**config.mk**
```make
export PLATFORM = sky130hd
export DESIGN_NAME = qosc_sample_reader
export DESIGN_NICKNAME = d
export VERILOG_FILES = /design/src/rtl/qosc_sample_reader.sv
export SDC_FILE = /design/constraint.sdc
export NUM_CORES = 1
export LEC_CHECK = 0
export BUFFER_PORTS_ARGS = -buffer_cell sky130_fd_sc_hd__buf_2
export CAP_MARGIN = 5
export CELL_PAD_IN_SITES_DETAIL_PLACEMENT = 1
export CELL_PAD_IN_SITES_GLOBAL_PLACEMENT = 2
export CORE_UTILIZATION = 50
export CTS_BUF_LIST = sky130_fd_sc_hd__clkbuf_4 sky130_fd_sc_hd__clkbuf_8
export CTS_CLUSTER_SIZE = 40
export DETAILED_ROUTE_END_ITERATION = 16
export PLACE_DENSITY = 0.84
export RECOVER_POWER = 100
export SLEW_MARGIN = 0
export SYNTH_ARGS = -nofsm -noshare
export SYNTH_HDL_FRONTEND = slang
export SYNTH_SLANG_ARGS = --single-unit
```
**constraint.sdc**
```tcl
create_clock -name i_clk -period 6.5 [get_ports i_clk]
set_input_delay 1.3 -clock i_clk [delete_from_list [all_inputs] [get_ports i_clk]]
set_output_delay 1.3 -clock i_clk [all_outputs]
set_load 0.005 [all_outputs]
```
**src/rtl/qosc_sample_reader.sv**
```systemverilog
// Captures (optionally decimated) oscillator re/im pairs into a FIFO and streams them byte-serially.
// Define QOSC_READER_TIMESTAMP_EN to append an 8-bit step timestamp byte to every record.
module qosc_sample_reader #(
    parameter int DEPTH   = 8,
    parameter int DECIM_W = 4
) (
    input  logic                   i_clk,
    input  logic                   i_rst,
    input  logic                   i_sample_stb,
    input  logic [7:0]             i_accu_re,
    input  logic [7:0]             i_accu_im,
    input  logic                   i_arm,
    input  logic [DECIM_W-1:0]     i_decim,
    input  logic                   i_clr_ovf,
    output logic [7:0]             o_out_data,
    output logic                   o_out_valid,
    input  logic                   i_out_ready,
    output logic                   o_out_last,
    output logic [$clog2(DEPTH):0] o_level,
    output logic                   o_overflow
);
    localparam int PW = $clog2(DEPTH);
    localparam int LW = PW + 1;
`ifdef QOSC_READER_TIMESTAMP_EN
    localparam int EW = 24;
    typedef enum logic [1:0] {IDLE, RE, IM, TS} state_t;
    localparam state_t ST_FINAL = TS;
`else
    localparam int EW = 16;
    typedef enum logic [1:0] {IDLE, RE, IM} state_t;
    localparam state_t ST_FINAL = IM;
`endif
    localparam logic [LW-1:0] FULL = LW'(DEPTH);

    state_t             r_state, w_state_next;
    logic [EW-1:0]      r_mem [DEPTH];
    logic [PW-1:0]      r_wptr, r_rptr, w_rptr_inc;
    logic [LW-1:0]      r_level;
    logic [DECIM_W-1:0] r_dcnt;
    logic               r_overflow;
    logic [7:0]         r_data, w_data_next;
    logic               r_valid, w_valid_next;
    logic               r_last, w_last_next;
    logic               w_capture, w_push, w_pop, w_hs;
    logic [EW-1:0]      w_entry, w_head;
    logic [7:0]         w_next_re;

`ifdef QOSC_READER_TIMESTAMP_EN
    logic [7:0] r_ts;

    // Counts every oscillator step, captured or not, so gaps in a record stream are visible.
    always_ff @(posedge i_clk) begin
        if (i_rst)
            r_ts <= '0;
        else if (i_sample_stb)
            r_ts <= r_ts + 8'd1;
    end

    assign w_entry = {i_accu_re, i_accu_im, r_ts};
`else
    assign w_entry = {i_accu_re, i_accu_im};
`endif

    assign w_capture  = i_sample_stb & i_arm & (r_dcnt == '0);
    assign w_push     = w_capture & ((r_level != FULL) | w_pop);
    assign w_rptr_inc = r_rptr + PW'(1);
    assign w_head     = r_mem[r_rptr];
    assign w_next_re  = r_mem[w_rptr_inc][EW-1 -: 8];
    assign w_hs       = r_valid & i_out_ready;

    always_ff @(posedge i_clk) begin
        if (i_rst || !i_arm)
            r_dcnt <= '0;
        else if (i_sample_stb)
            r_dcnt <= (r_dcnt == '0) ? i_decim : r_dcnt - DECIM_W'(1);
    end

    always_ff @(posedge i_clk) begin
        if (w_push)
            r_mem[r_wptr] <= w_entry;
    end

    // A push into a full FIFO is only legal alongside a pop, so occupancy then stays at DEPTH.
    always_ff @(posedge i_clk) begin
        if (i_rst) begin
            r_wptr     <= '0;
            r_rptr     <= '0;
            r_level    <= '0;
            r_overflow <= 1'b0;
        end else begin
            if (w_push)
                r_wptr <= r_wptr + PW'(1);
            if (w_pop)
                r_rptr <= w_rptr_inc;
            if (w_push && !w_pop)
                r_level <= r_level + LW'(1);
            else if (!w_push && w_pop)
                r_level <= r_level - LW'(1);
            if (w_capture && !w_push)
                r_overflow <= 1'b1;
            else if (i_clr_ovf)
                r_overflow <= 1'b0;
        end
    end

    always_ff @(posedge i_clk) begin
        if (i_rst) begin
            r_state <= IDLE;
            r_data  <= '0;
            r_valid <= 1'b0;
            r_last  <= 1'b0;
        end else begin
            r_state <= w_state_next;
            r_data  <= w_data_next;
            r_valid <= w_valid_next;
            r_last  <= w_last_next;
        end
    end

    // The head is popped only on the final byte, so a drop can never split a record.
    always_comb begin
        w_state_next = r_state;
        w_data_next  = r_data;
        w_valid_next = r_valid;
        w_last_next  = r_last;
        w_pop        = 1'b0;
        case (r_state)
            IDLE: begin
                if (r_level != '0) begin
                    w_data_next  = w_head[EW-1 -: 8];
                    w_valid_next = 1'b1;
                    w_last_next  = 1'b0;
                    w_state_next = RE;
                end
            end
            RE: begin
                if (w_hs) begin
                    w_data_next  = w_head[EW-9 -: 8];
                    w_last_next  = (ST_FINAL == IM);
                    w_state_next = IM;
                end
            end
`ifdef QOSC_READER_TIMESTAMP_EN
            IM: begin
                if (w_hs) begin
                    w_data_next  = w_head[7:0];
                    w_last_next  = 1'b1;
                    w_state_next = TS;
                end
            end
`endif
            default: ;
        endcase
        if (r_state == ST_FINAL && w_hs) begin
            w_pop = 1'b1;
            if (r_level > LW'(1)) begin
                w_data_next  = w_next_re;
                w_last_next  = 1'b0;
                w_state_next = RE;
            end else begin
                w_valid_next = 1'b0;
                w_last_next  = 1'b0;
                w_state_next = IDLE;
            end
        end
    end

    assign o_out_data  = r_data;
    assign o_out_valid = r_valid;
    assign o_out_last  = r_last;
    assign o_level     = r_level;
    assign o_overflow  = r_overflow;
endmodule

```
==> results.sh, run 1 <==
export IMPL_synth_seq_cells=158
export IMPL_use_met1_pct=31.9
export IMPL_finClkSkew_ns=0.0161
export IMPL_post_synth_inst_count=429
export IMPL_ant_nets=0
export IMPL_insertion_delay_ns=0.45
export IMPL_root_buffer="clkbuf_8"
export IMPL_internal_power_uw=1600
export IMPL_ys_types=48
export IMPL_path_delay_family="simple AND/OR/NAND/NOR gates"
export IMPL_min_period_ns=4.30
export IMPL_synth_top_cells_by_area="edfxtp_1 (56%), mux4_2 (10%), dfxtp_1 (8.7%), mux2i_1 (6.1%), a22oi_1 (1.9%)"
export IMPL_hpwl_um=10300
export IMPL_io_buffers=40
export IMPL_clk_pin_slew_ns=0.08
export IMPL_num_rows=42
export IMPL_via_count=3997
export IMPL_ctsResizeCount=0
export IMPL_dp_slack_ns=2.76
export IMPL_path_cells="clkbuf_1, and4b_1, o2111ai_1, nor3_1, clkbuf_1"
export IMPL_setup_ws_ns=2.20
export IMPL_end_kind="flop"
export IMPL_drtPass1Iterations=4
export IMPL_power_density_nw_per_um2=271
export IMPL_switching_share_pct=22.6
export IMPL_overflow=0
export IMPL_clkPwrFrac_pct=37.1
export IMPL_slew_headroom_pct=-5.40
export IMPL_use_met3_pct=5.32
export IMPL_synthArstFlopShare_pct=0
export IMPL_pin_count=41
export IMPL_cts_buffer_depth=2
export IMPL_yosys_warnings=0
export IMPL_fillers=1267
export IMPL_worstPathBufferInverterCount=2
export IMPL_cts_tree="yes"
export IMPL_min_period_over_period_pct=66.1
export IMPL_grt_pass1_wl_um=24400
export IMPL_start_util_pct=51.5
export IMPL_crit_required_ns=6.58
export IMPL_die_area_um2=14200
export IMPL_hp_class="reg2reg"
export IMPL_die_w_um=119
export IMPL_grt_max_degree=28
export IMPL_diodes=0
export IMPL_worstPathArrival_ns=4.37
export IMPL_hold_buffers=0
export IMPL_worstSetupPathType="in2reg"
export IMPL_synth_edf_count=128
export IMPL_drv_slew=20
export IMPL_violations="max-capacitance violations, max-slew violations"
export IMPL_crit_path_top_delay_cell="nor3_1"
export IMPL_busiest_layer="met2"
export IMPL_cap_violations=2
export IMPL_p_sw_uw=466
export IMPL_setup_violations=0
export IMPL_ff_latch_area_um2=4450
export IMPL_synth_top_area_share_pct=55.9
export IMPL_tightest_slew_ns=1.57
export IMPL_vias_per_cell=6.00
export IMPL_dr_first_iter_drc_count=278
export IMPL_numCtsBuffers=17
export IMPL_ir_drop_mv=0.199
export IMPL_start_kind="input port"
export IMPL_h_tree_depth=4
export IMPL_tns_ns=0
export IMPL_multi_input_area_um2=2270
export IMPL_grt_usage_pct=24.0
export IMPL_fmax_ghz=0.233
export IMPL_nNetsFinal=512
export IMPL_netlist_area_um2=6880
export IMPL_grt_pass1_vias=4231
export IMPL_drc=0
export IMPL_drive_above_1_share_pct=21.0
export IMPL_antenna_found_initial=0
export IMPL_slowest_delay_ns=1.41
export IMPL_ys_seq_area_share_pct=64.6
export IMPL_syn_avg_cell_area_um2=16.0
export IMPL_gp_congestion=0.799
export IMPL_synth_main_ff_cell="edfxtp_1"
export IMPL_met2_usage_pct=39.4
export IMPL_clock_sinks=158
export IMPL_yosysTopAreaCell="edfxtp_1"
export IMPL_synth_fp_nets=464
export IMPL_crit_fanout=10
export IMPL_core_um2=13300
export IMPL_drt_total_wl_um=15700
export IMPL_cp_common_cell="clkbuf_1"
export IMPL_combPwrFrac_pct=7.5
export IMPL_areaGrowthSynthToFinish_pct=10.7
export IMPL_wire_per_inst_um=23.5
export IMPL_status="finished, violations left"
export IMPL_die_h_um=119
export IMPL_finalHoldViolations=0
export IMPL_cts_setup_buffers=0
export IMPL_rsz0062_at_grt="false"
export IMPL_p_leak_uw=0.00241
export IMPL_p_seq_share_pct=55.5
## Yosys cell counts, types with 2 or more instances
master,number
nor2_1,24
a21o_1,8
buf_2,4
a311oi_1,2
dfxtp_1,30
mux2i_1,42
buf_4,5
and2_1,2
nand3_1,9
clkbuf_1,7
and2b_1,2
ha_1,9
mux4_2,31
edfxtp_1,128
buf_6,3
mux2_2,10
nand2_1,16
or3_1,2
a21oi_1,20
a22oi_1,17
buf_1,2
xor2_1,4
nand2b_1,3
inv_1,7
nor2b_1,4
o21ai_0,2
xnor2_1,2
and4b_1,2
a31oi_1,8
nor3_1,5
a211oi_1,2
## tightest hold or removal path: stages (launching register included)
cell and delay (ns):
dfxtp_1 0.35, nand2_1 0.07, a21oi_1 0.05
## layout by cell type, fill, tap and decap left out, types with 3 or more instances in the layout
cell type	netlist	layout
a31oi_1	8	8
buf_2	4	19
inv_1	7	7
nor3_1	5	4
a22oi_1	17	17
nand2b_1	3	3
nor2b_1	4	4
nor2_1	24	24
mux4_2	31	31
mux2i_1	42	42
xor2_1	4	4
dfxtp_1	30	29
nand2_1	16	16
clkbuf_8	0	20
ha_1	9	9
nand3_1	9	9
clkinvlp_4	0	3
a21oi_1	20	20
bufinv_16	0	3
mux2_2	10	10
a21o_1	8	8
edfxtp_1	128	128
clkbuf_1	7	30
## kinds of logic after synthesis
logic type,synth area share (%)
muxes,18.3
buffers and inverters,2.33
and+or+nand+nor,5.53
adders and majority gates,1.64
xor gates and xnor gates,1.16
DFF,64.6
AOI/OAI and AO/OA,6.49
## registers in the layout, summed over array words and instances, names as in the netlist, named ones only
register	count
o_level	4
o_out_data	8
o_out_last	1
o_out_valid	1
o_overflow	1
r_dcnt	4
r_mem	128
r_rptr	3
r_state	2
r_wptr	3
## power by group through the flow
| stage | clock network, uW | registers (uW) | logic [uW] |
|---|---|---|---|
| floorplan | 0 | 1160 | 94.9 |
| global placement | 0 | 1160 | 153 |
| detailed placement | 0 | 1170 | 160 |
| CTS | 780 | 1140 | 161 |
| global route | 818 | 1150 | 171 |
| finish | 765 | 1140 | 154 |
## through the flow
step	utilization, %	instances	area (um^2)	hold WS (ns)	power (uW)
after floorplan	-	429	6880	0.454	1250
after global placement	54.5	634	7280	0.487	1320
after detailed placement	54.5	634	7280	0.493	1330
after CTS	57.7	666	7710	0.513	2080
after global routing	57.0	666	7610	0.540	2140
final	57.0	666	7610	0.512	2060
## area by class of cell
class	count	share of cell area (%)
Multi-Input combinational cell	241	29.8
Clock inverter	10	1.77
Clock buffer	22	3.81
Tap cell	176	2.89
Sequential cell	158	58.4
Timing Repair Buffer	51	2.93
Inverter	8	0.394
## path summary, 6_finish.rpt
check                           from                      end  slack [ns]  cells after the start
max reg2reg   o_out_valid$_SDFF_PP0_   r_mem[3][15]$_DFFE_PP_        2.77                      4
min reg2reg  r_state[1]$_SDFFE_PP0P_  r_state[1]$_SDFFE_PP0P_        0.51                      2
min          r_state[1]$_SDFFE_PP0P_  r_state[1]$_SDFFE_PP0P_        0.51                      2
max                      i_out_ready   r_mem[3][15]$_DFFE_PP_        2.20                      5
## routing by layer
metal,vias up,share of wire [%]
met1,2061,43
met4,0,1.4
met2,131,50
li1,1790,-
met5,-,0
met3,15,5.0
(Power assumes the default switching activity.)
==> run 2, diff against run 1 <==
Settings changed: CORE_UTILIZATION 50 to 42, PLACE_DENSITY 0.84 to 0.75.
Clock period 6.5 ns to 3.5 ns, I/O delays scaled along.
==> results.sh, run 2 (synthesis gave the netlist of run 1 again) <==
export IMPL_dr_first_iter_drc_count=283
export IMPL_regMostFlops="r_mem"
export IMPL_min_period_over_period_pct=84.3
export IMPL_drc=0
export IMPL_ctsResizeCount=0
export IMPL_min_to="r_state[1]$_SDFFE_PP0P_"
export IMPL_power_density_nw_per_um2=527
export IMPL_worstSetupPathType="reg2reg"
export IMPL_via_count=3967
export IMPL_cts_setup_buffers=0
export IMPL_wire_per_inst_um=22.3
export IMPL_vias_per_cell=5.57
export IMPL_hold_start="r_state[1]$_SDFFE_PP0P_"
export IMPL_start_kind="flop"
export IMPL_slew_headroom_pct=12.2
export IMPL_crit_fanout=16
export IMPL_root_buffer="clkbuf_8"
export IMPL_hold_depth=2
export IMPL_start_util_pct=43.2
export IMPL_mostFrequentLayoutCells="edfxtp_1 (128), mux2i_1 (42), clkbuf_1 (40)"
export IMPL_end_kind="flop"
export IMPL_areaGrowthSynthToFinish_pct=13.0
export IMPL_mostFrequentLayoutCell="edfxtp_1"
export IMPL_reg2reg_depth=7
export IMPL_core_um2=15900
export IMPL_grt_pass1_vias=4296
export IMPL_ir_drop_mv=0.246
export IMPL_ant_nets=0
export IMPL_setup_ws_ns=0.549
export IMPL_p_leak_uw=0.00244
export IMPL_rsz0062_at_grt="false"
export IMPL_crit_start="o_level[0]$_SDFFE_PP0P_"
export IMPL_crit_required_ns=3.56
export IMPL_grt_pass1_wl_um=24600
export IMPL_tightest_slew_ns=1.32
export IMPL_num_rows=46
export IMPL_antenna_found_initial=0
export IMPL_min_period_ns=2.95
export IMPL_hold_buffers=0
export IMPL_drt_total_wl_um=15800
export IMPL_fmax_ghz=0.339
export IMPL_die_h_um=130
export IMPL_io_buffers=40
export IMPL_combPwrFrac_pct=7.1
export IMPL_grt_usage_pct=20.7
export IMPL_clock_sinks=158
export IMPL_cts_tree="yes"
export IMPL_finClkSkew_ns=0.0115
export IMPL_internal_power_uw=3190
export IMPL_dp_slack_ns=0.744
export IMPL_gp_congestion=0.747
export IMPL_tns_ns=0
export IMPL_r2r_start="o_level[0]$_SDFFE_PP0P_"
export IMPL_drive_above_1_share_pct=19.6
export IMPL_rrSetupSlack_ns=0.55
export IMPL_cts_buffer_depth=2
export IMPL_pin_count=41
export IMPL_switching_share_pct=22.1
export IMPL_finalPower_uw=4100
export IMPL_p_seq_share_pct=51.8
export IMPL_setup_violations=0
export IMPL_die_w_um=130
export IMPL_diodes=0
export IMPL_finalHoldViolations=0
export IMPL_drv_slew=0
export IMPL_nNetsFinal=518
export IMPL_die_area_um2=16900
export IMPL_overflow=0
export IMPL_h_tree_depth=4
export IMPL_worstReg2RegEnd="r_mem[7][12]$_DFFE_PP_"
export IMPL_cap_violations=0
export IMPL_grt_max_degree=33
export IMPL_insertion_delay_ns=0.45
export IMPL_largest_reg_flops=128
export IMPL_drtPass1Iterations=4
export IMPL_worstPathArrival_ns=3.01
export IMPL_p_sw_uw=904
export IMPL_numCtsBuffers=17
export IMPL_hp_class="reg2reg"
export IMPL_clkPwrFrac_pct=41.1
export IMPL_hpwl_um=10500
export IMPL_finalHoldWorstSlack_ns=0.511
export IMPL_status="completed"
export IMPL_clk_pin_slew_ns=0.09
[run 2: changes by cell type in the layout (fill, tap and decap cells not counted), moves of 2 or more]
| cell | delta |
|---|---|
| clkinv_4 | +2 |
| clkinvlp_4 | -2 |
| clkbuf_8 | -3 |
| bufinv_16 | +4 |
| buf_2 | -7 |
| clkinv_2 | -2 |
| buf_4 | +3 |
| clkbuf_1 | +10 |
[run 2: per-stage QoR]
step,cell area (um^2),util [%],instances
2_1_floorplan,6880,-,429
5_1_grt,7780,48.8,712
4_1_cts,7880,49.4,712
3_3_place_gp,7380,46.3,680
6_report,7780,48.8,712
3_5_place_dp,7380,46.3,680
[run 2: power by group through the flow]
stage	combinational (uW)	clock, uW	sequential, uW
2_1_floorplan	176	0	2150
3_3_place_gp	298	0	2160
3_5_place_dp	307	0	2160
4_1_cts	309	1720	2120
5_1_grt	329	1780	2130
6_report	292	1690	2120
[run 2: layout make-up]
class	count	area (um^2)
fillers	1588	8170
flip-flops and latches	158	4440
multi-input cells	241	2280
well taps	216	270
clock inverters	14	263
repair buffers	57	248
clock buffers	18	241
inverters	8	30.0
[run 2: per-layer routing]
layer  track usage, %  wire length [um]  vias to the layer above
met5                0                 0                        -
met4             6.57               204                        0
met3             3.77               577                       17
met2             36.1              8080                       85
met1             26.1              6980                     2070
li1                 -                 -                     1795
[run 2: critical path, cell delays in order, from the launching register on]
cell       delay (ns)
dfxtp_1          0.46
inv_1            0.11
ha_1             0.22
nand3b_1         0.15
o2111ai_4        0.22
or2_0            0.34
nor2_1           0.14
clkbuf_1         0.92
[run 2: how the worst max path moves through the flow]
| stage | endpoint |
|---|---|
| 2_1_floorplan | r_mem[0][0]$_DFFE_PP_ |
| 3_3_place_gp | o_level[3]$_SDFFE_PP0P_ |
| 3_5_place_dp | o_level[3]$_SDFFE_PP0P_ |
| 4_1_cts | o_level[3]$_SDFFE_PP0P_ |
| 5_1_grt | r_mem[7][12]$_DFFE_PP_ |
| 6_report | r_mem[7][12]$_DFFE_PP_ |
==> run 3, diff against run 2 <==
Clock period 3.5 ns to 2.5 ns, I/O delays scaled along.
==> results.sh, run 3 (synthesis gave the netlist of run 1 again) <==
export IMPL_status="completed"
export IMPL_cts_setup_buffers=0
export IMPL_finalHoldViolations=0
export IMPL_p_seq_share_pct=54.7
export IMPL_setup_ws_ns=0.155
export IMPL_power_density_nw_per_um2=690
export IMPL_crit_fanout=13
export IMPL_nNetsFinal=532
export IMPL_via_count=3971
export IMPL_critical_path_endpoint="r_mem[5][0]$_DFFE_PP_"
export IMPL_worstPathArrival_ns=2.48
export IMPL_antenna_found_initial=0
export IMPL_core_um2=15900
export IMPL_regMostFlops="r_mem"
export IMPL_multi_input_area_um2=2300
export IMPL_grt_pass1_vias=4213
export IMPL_min_period_ns=2.35
export IMPL_hp_class="in2reg"
export IMPL_finClkSkew_ns=0.0193
export IMPL_gp_congestion=0.754
export IMPL_dr_first_iter_drc_count=224
export IMPL_use_met3_pct=4.18
export IMPL_stdcell_count=726
export IMPL_insertion_delay_ns=0.46
export IMPL_p_sw_uw=1200
export IMPL_clk_pin_slew_ns=0.08
export IMPL_end_kind="flop"
export IMPL_fillers=1566
export IMPL_largest_reg_flops=128
export IMPL_use_met1_pct=26.7
export IMPL_combPwrFrac_pct=7.8
export IMPL_cts_tree="yes"
export IMPL_start_kind="flop"
export IMPL_grt_pass1_wl_um=24400
export IMPL_rrSetupSlack_ns=0.15
export IMPL_switching_share_pct=22.2
export IMPL_slew_headroom_pct=44.0
export IMPL_finalHoldWorstSlack_ns=0.318
export IMPL_fmax_ghz=0.426
export IMPL_root_buffer="clkbuf_8"
export IMPL_die_w_um=130
export IMPL_clkPwrFrac_pct=37.5
export IMPL_finalPower_uw=5430
export IMPL_grt_usage_pct=20.7
export IMPL_internal_power_uw=4220
export IMPL_num_rows=46
export IMPL_grt_max_degree=26
export IMPL_r2r_start="o_level[0]$_SDFFE_PP0P_"
export IMPL_start_util_pct=43.2
export IMPL_cap_violations=0
export IMPL_crit_required_ns=2.63
export IMPL_io_buffers=40
export IMPL_mostFrequentLayoutCells="edfxtp_1 (128), mux2i_1 (42), mux4_2 (31), clkbuf_1 (31), dfxtp_1 (29)"
export IMPL_p_leak_uw=0.00253
export IMPL_drc=0
export IMPL_drv_slew=0
export IMPL_dp_cells=694
export IMPL_die_h_um=130
export IMPL_hpwl_um=10900
export IMPL_drtPass1Iterations=4
export IMPL_diodes=0
export IMPL_reg2reg_depth=8
export IMPL_h_tree_depth=4
export IMPL_worstSetupPathType="reg2reg"
export IMPL_clock_sinks=158
export IMPL_vias_per_cell=5.47
export IMPL_numCtsBuffers=17
export IMPL_overflow=0
export IMPL_post_route_util_pct=49.3
export IMPL_hold_buffers=0
export IMPL_setup_violations=0
export IMPL_drive_above_1_share_pct=24.1
export IMPL_worstReg2RegEnd="r_mem[5][0]$_DFFE_PP_"
export IMPL_ir_drop_mv=0.401
export IMPL_tightest_slew_ns=0.839
export IMPL_cts_buffer_depth=2
export IMPL_wire_per_inst_um=21.8
export IMPL_dp_slack_ns=0.168
export IMPL_hold_start="i_sample_stb"
export IMPL_busiest_layer="met2"
export IMPL_rsz0062_at_grt="false"
export IMPL_crit_start="o_level[0]$_SDFFE_PP0P_"
export IMPL_mostFrequentLayoutCell="edfxtp_1"
export IMPL_drt_total_wl_um=15900
export IMPL_pin_count=41
export IMPL_areaGrowthSynthToFinish_pct=14.2
export IMPL_met2_usage_pct=33.9
export IMPL_ant_nets=0
export IMPL_die_area_um2=16900
export IMPL_ff_latch_area_um2=4450
export IMPL_ctsResizeCount=0
export IMPL_min_period_over_period_pct=93.8
-- run 3: cell count changes in the layout (fill, tap and decap cells not counted), sizes merged --
cell / before / now
buf: 17 / 30
clkbuf: 58 / 66
clkinvlp: 1 / 0
bufinv: 7 / 3
inv: 10 / 8
-- run 3: routing by layer --
| layer | wire length, um | part of all wire, % |
|---|---|---|
| met1 | 7000 | 44 |
| met2 | 7850 | 50 |
| met3 | 676 | 4.3 |
| met4 | 334 | 2.1 |
| met5 | 0 | 0 |
-- run 3: worst min path at each step --
stage | slack [ns] | cells past startpoint | end
floorplan | 0.45 | 2 | flop
global placement | 0.48 | 1 | r_dcnt[3]$_SDFFE_PP0P_
detailed placement | 0.49 | 2 | flop
CTS | 0.28 | 1 | r_mem[2][9]$_DFFE_PP_
global route | 0.32 | 2 | r_dcnt[0]$_SDFFE_PP0P_
finish | 0.32 | 2 | r_dcnt[1]$_SDFFE_PP0P_
-- run 3: critical path, stage by stage, from the launching register on --
cell and delay [ns]:
dfxtp_1 0.47, inv_1 0.11, ha_1 0.23, nand3b_1 0.17, o2111ai_4 0.13, buf_4 0.20, or2_1 0.27, nor2_1 0.16
buf_4 0.27
-- run 3: stage by stage --
stage | area, um^2 | TNS (ns)
after CTS | 7940 | 0
after global placement | 7500 | 0
final | 7860 | 0
after floorplan | 6890 | -7.85
after detailed placement | 7500 | 0
after global routing | 7860 | 0
-- run 3: final cells by class --
cell class | count | area share, %
Clock inverter | 7 | 1.40
Sequential cell | 158 | 56.6
Timing Repair Buffer | 71 | 4.81
Multi-Input combinational cell | 241 | 29.3
Tap cell | 216 | 3.44
Inverter | 8 | 0.382
Clock buffer | 25 | 4.14
-- run 3: power groups by stage --
stage	Combinational, uW	Sequential [uW]	Clock (uW)
after floorplan	247	3020	0
after global placement	433	3020	0
after detailed placement	444	3030	0
after CTS	447	2970	2100
after global routing	474	2980	2170
final	425	2970	2030
